$ cat config.mk
export PLATFORM = sky130hd
export DESIGN_NAME = regfile_writeback
export DESIGN_NICKNAME = d
export VERILOG_FILES = /design/src/rtl/regfile_writeback.sv
export SDC_FILE = /design/constraint.sdc
export NUM_CORES = 1
export LEC_CHECK = 0
export CAP_MARGIN = 20
export CORE_MARGIN = 1
export CORE_UTILIZATION = 49
export DETAILED_ROUTE_END_ITERATION = 16
export DONT_BUFFER_PORTS = 1
export HOLD_SLACK_MARGIN = 0.15
export PLACE_DENSITY = 0.68
export SYNTH_ARGS = -nofsm -noshare
export SYNTH_HDL_FRONTEND = slang
export SYNTH_SLANG_ARGS = --single-unit
export TNS_END_PERCENT = 5
$ cat constraint.sdc
create_clock -name clk -period 3.85 [get_ports clk]
set_clock_uncertainty 0.15 [all_clocks]
set_input_delay 0.77 -clock clk [delete_from_list [all_inputs] [get_ports clk]]
set_output_delay 0.77 -clock clk [all_outputs]
set_load 0.01 [all_outputs]
$ cat src/rtl/regfile_writeback.sv
// Writeback sequencer: merges ALU and load results into an in-order FIFO,
// retires one register-file write per cycle and serialises environment calls.
module regfile_writeback #(
   parameter int DEPTH = 4,
   parameter int CNT_W = $clog2(DEPTH) + 1
) (
   input  logic             clk,
   input  logic             reset,
   input  logic             alu_valid,
   input  logic [4:0]       alu_rd,
   input  logic [63:0]      alu_data,
   output logic             alu_ready,
   input  logic             mem_valid,
   input  logic [4:0]       mem_rd,
   input  logic [63:0]      mem_data,
   output logic             mem_ready,
   input  logic             ecall_req,
   output logic             ecall_ack,
   output logic             rf_write_enable,
   output logic [4:0]       rf_write_register,
   output logic [63:0]      rf_write_value,
   input  logic             rf_write_ready,
   output logic             rf_ecall,
   input  logic             rf_ecall_done,
   output logic [CNT_W-1:0] pending,
   output logic             busy
);

   // state   | meaning
   // S_IDLE  | accept results, retire writes, watch for ecall_req
   // S_DRAIN | intake blocked, retire until the FIFO is empty
   // S_CALL  | one-cycle rf_ecall pulse, no writes
   // S_WAIT  | wait for rf_ecall_done (no timeout)
   // S_ACK   | one-cycle ecall_ack pulse back to the pipeline
   typedef enum logic [2:0] {S_IDLE, S_DRAIN, S_CALL, S_WAIT, S_ACK} state_t;

   localparam int PTR_W = $clog2(DEPTH);

   state_t state, state_nx;

   logic [4:0]       fifo_rd   [DEPTH];
   logic [63:0]      fifo_data [DEPTH];
   logic [PTR_W-1:0] head, tail;
   logic [CNT_W-1:0] count;

   logic             is_idle, full, empty;
   logic             mem_xfer, alu_xfer, push, pop;
   logic [4:0]       in_rd;
   logic [63:0]      in_data;

   assign is_idle = (state == S_IDLE);
   assign full    = (count == CNT_W'(DEPTH));
   assign empty   = (count == '0);

   // Readiness looks only at the registered count, so a full FIFO refuses
   // a push even when the head pops in the same cycle.
   assign mem_ready = is_idle && !full;
   assign alu_ready = is_idle && !full && !mem_valid;

   assign mem_xfer = mem_valid && mem_ready;
   assign alu_xfer = alu_valid && alu_ready;
   assign in_rd    = mem_xfer ? mem_rd   : alu_rd;
   assign in_data  = mem_xfer ? mem_data : alu_data;
   assign push     = (mem_xfer || alu_xfer) && (in_rd != 5'd0);

   assign rf_write_enable   = !empty && (state == S_IDLE || state == S_DRAIN);
   assign rf_write_register = fifo_rd[head];
   assign rf_write_value    = fifo_data[head];
   assign pop               = rf_write_enable && rf_write_ready;

   assign rf_ecall  = (state == S_CALL);
   assign ecall_ack = (state == S_ACK);
   assign pending   = count;
   assign busy      = !is_idle || !empty;

   always_ff @(posedge clk) begin
      if (push) begin
         fifo_rd[tail]   <= in_rd;
         fifo_data[tail] <= in_data;
      end
   end

   always_ff @(posedge clk) begin
      if (reset) begin
         state <= S_IDLE;
         head  <= '0;
         tail  <= '0;
         count <= '0;
      end else begin
         state <= state_nx;
         if (push) tail <= tail + PTR_W'(1);
         if (pop)  head <= head + PTR_W'(1);
         case ({push, pop})
            2'b10:   count <= count + CNT_W'(1);
            2'b01:   count <= count - CNT_W'(1);
            default: count <= count;
         endcase
      end
   end

   always_comb begin
      state_nx = state;
      case (state)
         S_IDLE:  if (ecall_req) state_nx = S_DRAIN;
         S_DRAIN: if (empty || (count == CNT_W'(1) && pop)) state_nx = S_CALL;
         S_CALL:  state_nx = S_WAIT;
         S_WAIT:  if (rf_ecall_done) state_nx = S_ACK;
         S_ACK:   state_nx = S_IDLE;
         default: state_nx = S_IDLE;
      endcase
   end

endmodule

* Yosys cells after proc, flatten, opt, wreduce, memory -nomap -nowiden
Memory sizes are Yosys's and may differ from the RTL's. A register that Yosys moved wholly into a read port is not among the register bits.
Index checks and enable logic that the tools add are counted.
** Storage, ports and cells
- Register bits after elaboration :: 10
- Memory bits (writable) :: 276
- Output and inout bits :: 78
- Word-level logic and storage cells :: 55
- Memories :: 2
** Cells by class
- $add $sub $neg :: 4
- Equality and inequality tests :: 11
- Muxes and demuxes :: 13
- Reduce and logical (&&, ||, !) cells :: 21
** Memory list
- fifo_data :: depth 4, width 64, rd ports 1, clocked after Yosys merged registers in 1, wr ports 1, line 42 : logic [63:0] fifo_data [DEPTH];
- fifo_rd :: depth 4, width 5, rd ports 1, clocked after Yosys merged registers in 1, wr ports 1, line 41 : logic [4:0] fifo_rd [DEPTH];
** Operator list (number)
- 64-bit 2-to-1 mux :: 1
- 3-bit one-hot mux with 4 select lines :: 1
- 3-bit 2-to-1 mux :: 3
- 1-bit logical AND :: 8
- 2-bit 2-to-1 mux :: 4
- 3-bit by 1-bit equality test with 1-bit output, second input constant :: 2
- 3-bit by 2-bit equality test with 1-bit output, second input constant :: 2
- 3-bit equality test, second input constant :: 2
- 3-bit logical NOT :: 2
- 3-bit one-hot mux with 2 select lines :: 1
- 5-bit 2-to-1 mux :: 1
- 5-bit nonzero test :: 1
- 2-bit by 1-bit adder with 2-bit output, second input constant :: 2
- 1-bit logical NOT :: 4
- 1-bit logical OR :: 4
- 2-bit inequality test, second input constant :: 2
- 3-bit by 1-bit adder with 3-bit output, second input constant :: 1
- 3-bit AND reduction :: 1
- 3-bit by 1-bit subtractor with 3-bit output, second input constant :: 1
- 2-bit by 1-bit equality test with 1-bit output, second input constant :: 1
- 2-bit equality test, second input constant :: 1
- 1-bit 2-to-1 mux :: 2
- 2-bit by 1-bit inequality test with 1-bit output, second input constant :: 1
- 2-bit nonzero test :: 1

* Depth between registers and ports, before layout
- Depth in word-level cells :: 9
- Gate-level depth with buffers :: 9
- Depth with buffers taken out :: 9

* Worst setup path before layout
OpenSTA, ideal clock, no wires.
- Path type :: register -> register
- From :: register count[0] (netlist: pending[0])
- To :: memory fifo_data[2][10], enable pin
- Library setup time :: 435 ps
- Data arrival time :: 2936 ps
- Data required time :: 3265 ps
- Path slack :: 329 ps
- Stages on the path, launching flop included :: 6
- Buffers on the path :: 0
- Clock period less this slack :: 3521 ps
- Path through :: dfxtp_1 -> inv_1 -> ha_1 -> a21boi_4 -> a21boi_2 -> and2_1
** Between the ends
- Cells in the longest elaborated chain, start to end :: 9
- Elaborated cells on any way between the ends :: 12
** Ends and longest elaborated chain
- from (decl) :: line 44 : logic [CNT_W-1:0] count;
- from (signal assigned) :: line 94 : 2'b10: count <= count + CNT_W'(1);
- from (signal assigned) :: line 95 : 2'b01: count <= count - CNT_W'(1);
- from (signal assigned) :: line 96 : default: count <= count;
- 3-bit equality test * :: line 52 : assign full = (count == CNT_W'(DEPTH));
- 1-bit logical NOT * :: line 57 : assign mem_ready = is_idle && !full;
- 1-bit logical AND * :: line 57
- named net mem_ready :: line 16 : output logic mem_ready,
- 1-bit logical AND (on tied branches) :: line 60, 58
- 5-bit 2-to-1 mux or 1-bit logical AND (tied branches) :: line 62, 61
- 5-bit nonzero test or 1-bit logical OR (tied branches) :: line 64 : assign push = (mem_xfer || alu_xfer) && (in_rd != 5'd0);
- 1-bit logical AND * :: line 64
- 1-bit 2-to-1 mux * :: line 77 : if (push) begin
- 1-bit 2-to-1 mux (implied by the code) * :: line 79 : fifo_data[tail] <= in_data;
- to (decl) :: line 42
Mark *: on every way through the listed nets, which the timed path passes. The rest lies on a longest branch.

==> results.py <==
metrics = {
    "timing": {
        "slew_violations": 0,
        "tns_ns": 0,
        "max_freq_ghz": 0.3318,
        "timing_hold_violations_final": 0,
        "setup_viol_count_final": 0,
        "rsz0062_at_grt": "false",
        "max_slew_margin": 0.3038,
        "post-route-period-util": 0.7827,
        "min_period_ns": 3.014,
        "tightest_slew_ns": 1.044,
    },
    "cells_and_area": {
        "layout.nets": 690,
        "synthToLayoutAreaGrowth_pct": 11.33,
        "final_cell_mix": "edfxtp_1, mux4_2, mux2_2",
        "final_common_cell": "edfxtp_1",
        "final_area_sq_um": 12810,
        "drive_gt1_frac": 0.3548,
    },
    "grt": {
        "grt_overflow": 0,
        "grt_pass1_wl_um": 30690,
        "grt_pass1_vias": 5365,
        "grt_antenna_before_repair": 1,
        "gr-usage-all-layers": 0.1702,
        "grt_max_degree": 70,
    },
    "place": {
        "gp_congestion": 0.7238,
        "place_area_sq_um": 11900,
        "portBuffers": 0,
        "place_hpwl_um": 12500,
    },
    "routing": {
        "drt_iter0_markers": 254,
        "post_drt_wl_per_cell_um": 23.24,
        "drt-total-wl_um": 20260,
        "met2WireLength_um": 10700,
        "top_layer_used": "met4",
        "num_vias": 4958,
        "ant_nets": 0,
        "routed-wl-met3_um": 1054,
        "routed_via_density": 5.686,
        "drc": 0,
        "first_pass_iters": 6,
        "wl_met1_um": 8092,
    },
    "worst_setup_path": {
        "cp.arrival_ns": 2.09,
        "crit_required_ns": 2.93,
        "cp_max_fo": 69,
        "crit_buf_inv": 0,
        "max_stage_delay_ns": 1.03,
        "slowest_stage": "dfxtp_4",
        "critical_path_class": "flip-flop to output pin",
        "critPathLaunchType": "flip-flop",
        "critPathCaptureType": "output pin",
        "crit_family": "flip-flops",
        "cp_cell_sequence": "mux4_2",
    },
    "clock_tree": {
        "cts_tree": "yes",
        "clock-sinks": 288,
        "cts_root_buffer": "clkbuf_16",
        "clock_path_buffers": 3,
        "cts.clk_slew.worst_paths_ns": 0.06,
        "htree_levels": 1,
        "cts.repair.resized": 0,
        "cts_buffers": 29,
        "clock_latency_ns": 0.54,
        "cts_setup_buffers": 0,
    },
    "logic_synthesis": {
        "yosys_warnings": 0,
        "synthArstFlopShare": 0,
        "synth_top_area_cell": "edfxtp_1",
        "synthTopCellsByArea": "edfxtp_1, mux4_2, mux2_2",
        "synth_cell_types": 37,
        "syn-num-nets": 673,
        "avgSynthCellArea_sq_um": 22.17,
        "ys_seq_elements": 288,
        "syn-cell-area_sq_um": 11510,
        "synth_top_area_share": 0.7202,
        "synth_edf_count": 276,
        "yosysSeqAreaShare": 0.7410,
        "syn_inst": 519,
        "synth_ff_type": "edfxtp_1",
    },
    "die": {
        "io_pins": 223,
        "die_x_um": 155.3,
        "die_height_um": 155.3,
        "core_area_sq_um": 22850,
        "design.die.area_sq_um": 24100,
        "start_util": 0.5037,
        "core.rowCount": 55,
    },
    "run": {
        "cap_viol_max_count": 0,
    },
    "outcome": {
        "status": "finished, final reports clean",
    },
    "pwr": {
        "p_per_area_nw_per_um2": 710.6,
        "total_power_mw": 9.105,
        "p_leak_nw": 4.027,
        "irDropWorstVdd_v": 0.0005429,
    },
    "worst_hold_path": {
        "hp-class": "primary input to flip-flop",
    },
}
[sequential cells by signal, indices dropped and copies added (netlist names), named ones only]
signal	flops
tail	2
fifo_rd	20
pending	3
fifo_data	256
head	2
state	3
[final cells by class]
class	instances	area, sq um
fill	1723	10030
sequential	288	8536
multi-input combinational	202	2853
clock buffer	33	740.7
tap	313	391.6
clock inverter	20	155.1
timing repair buffer	10	115.1
inverter	5	18.77
antenna	1	2.502
[through the flow]
| stage | worst slack [ns] | hold WS (ns) | std cells | util |
|---|---|---|---|---|
| after global routing | 0.7594 | 0.1644 | 872 | 0.5608 |
| after floorplan | 0.3294 | 0.3307 | 519 | - |
| after CTS | 0.7863 | 0.1557 | 871 | 0.5607 |
| after detailed placement | 0.9033 | 0.3563 | 817 | 0.5210 |
| after global placement | 0.9972 | 0.3451 | 817 | 0.5210 |
| final | 0.8365 | 0.1769 | 872 | 0.5608 |
[power by group]
part	total, mW	switching (mW)	internal, mW
clock network	2.61	1.10	1.51
logic	2.20	1.26	0.935
registers	4.30	0.171	4.13
[final timing paths]
check,end,cells after the start,slack [ns],startpoint
worst min-delay path,pending[0],1,0.18,reset
worst min register to register,tail[1],2,0.37,tail[1]
worst max-delay path,rf_write_value[3],1,0.84,flip-flop
worst max register to register,fifo_data[0][42],6,0.97,pending[0]
[cells in the mapped netlist (all sizes together), types with 2 or more instances]
library cell,n
mux2i,2
or4,2
mux4,69
dfxtp,12
a211oi,2
mux2,70
nand2b,5
nor3,3
edfxtp,276
nor2b,3
inv,5
nand2,4
nor2,9
a21boi,2
buf,16
clkbuf,8
xor2,3
and2,4
a21oi,3
o21ai,4
ha,9
[cells by family (layout without fill, tap and decap cells)]
family / Yosys count / after routing / share of synthesized area
xor gates and xnor gates: 4 / 4 / 0.003045
AOI/OAI and AO/OA: 13 / 13 / 0.008263
muxes: 141 / 141 / 0.2085
DFF: 288 / 288 / 0.7410
other: 0 / 1 / 0
adders and majority gates: 9 / 9 / 0.009785
and+or+nand+nor: 35 / 35 / 0.01696
buffers and inverters: 29 / 68 / 0.01239
[timing repair]
action	in CTS	in global routing
endpoints found under the setup margin	0	0
hold buffers	1	0
endpoints found under the hold margin	6	0
[metal layers]
metal,track usage,up-vias
met3,0.03203,31
met1,0.2168,2575
met2,0.2969,163
li1,-,2189
met5,0,-
met4,0.05369,0
Note: power is estimated with default switching activity, not from simulation.
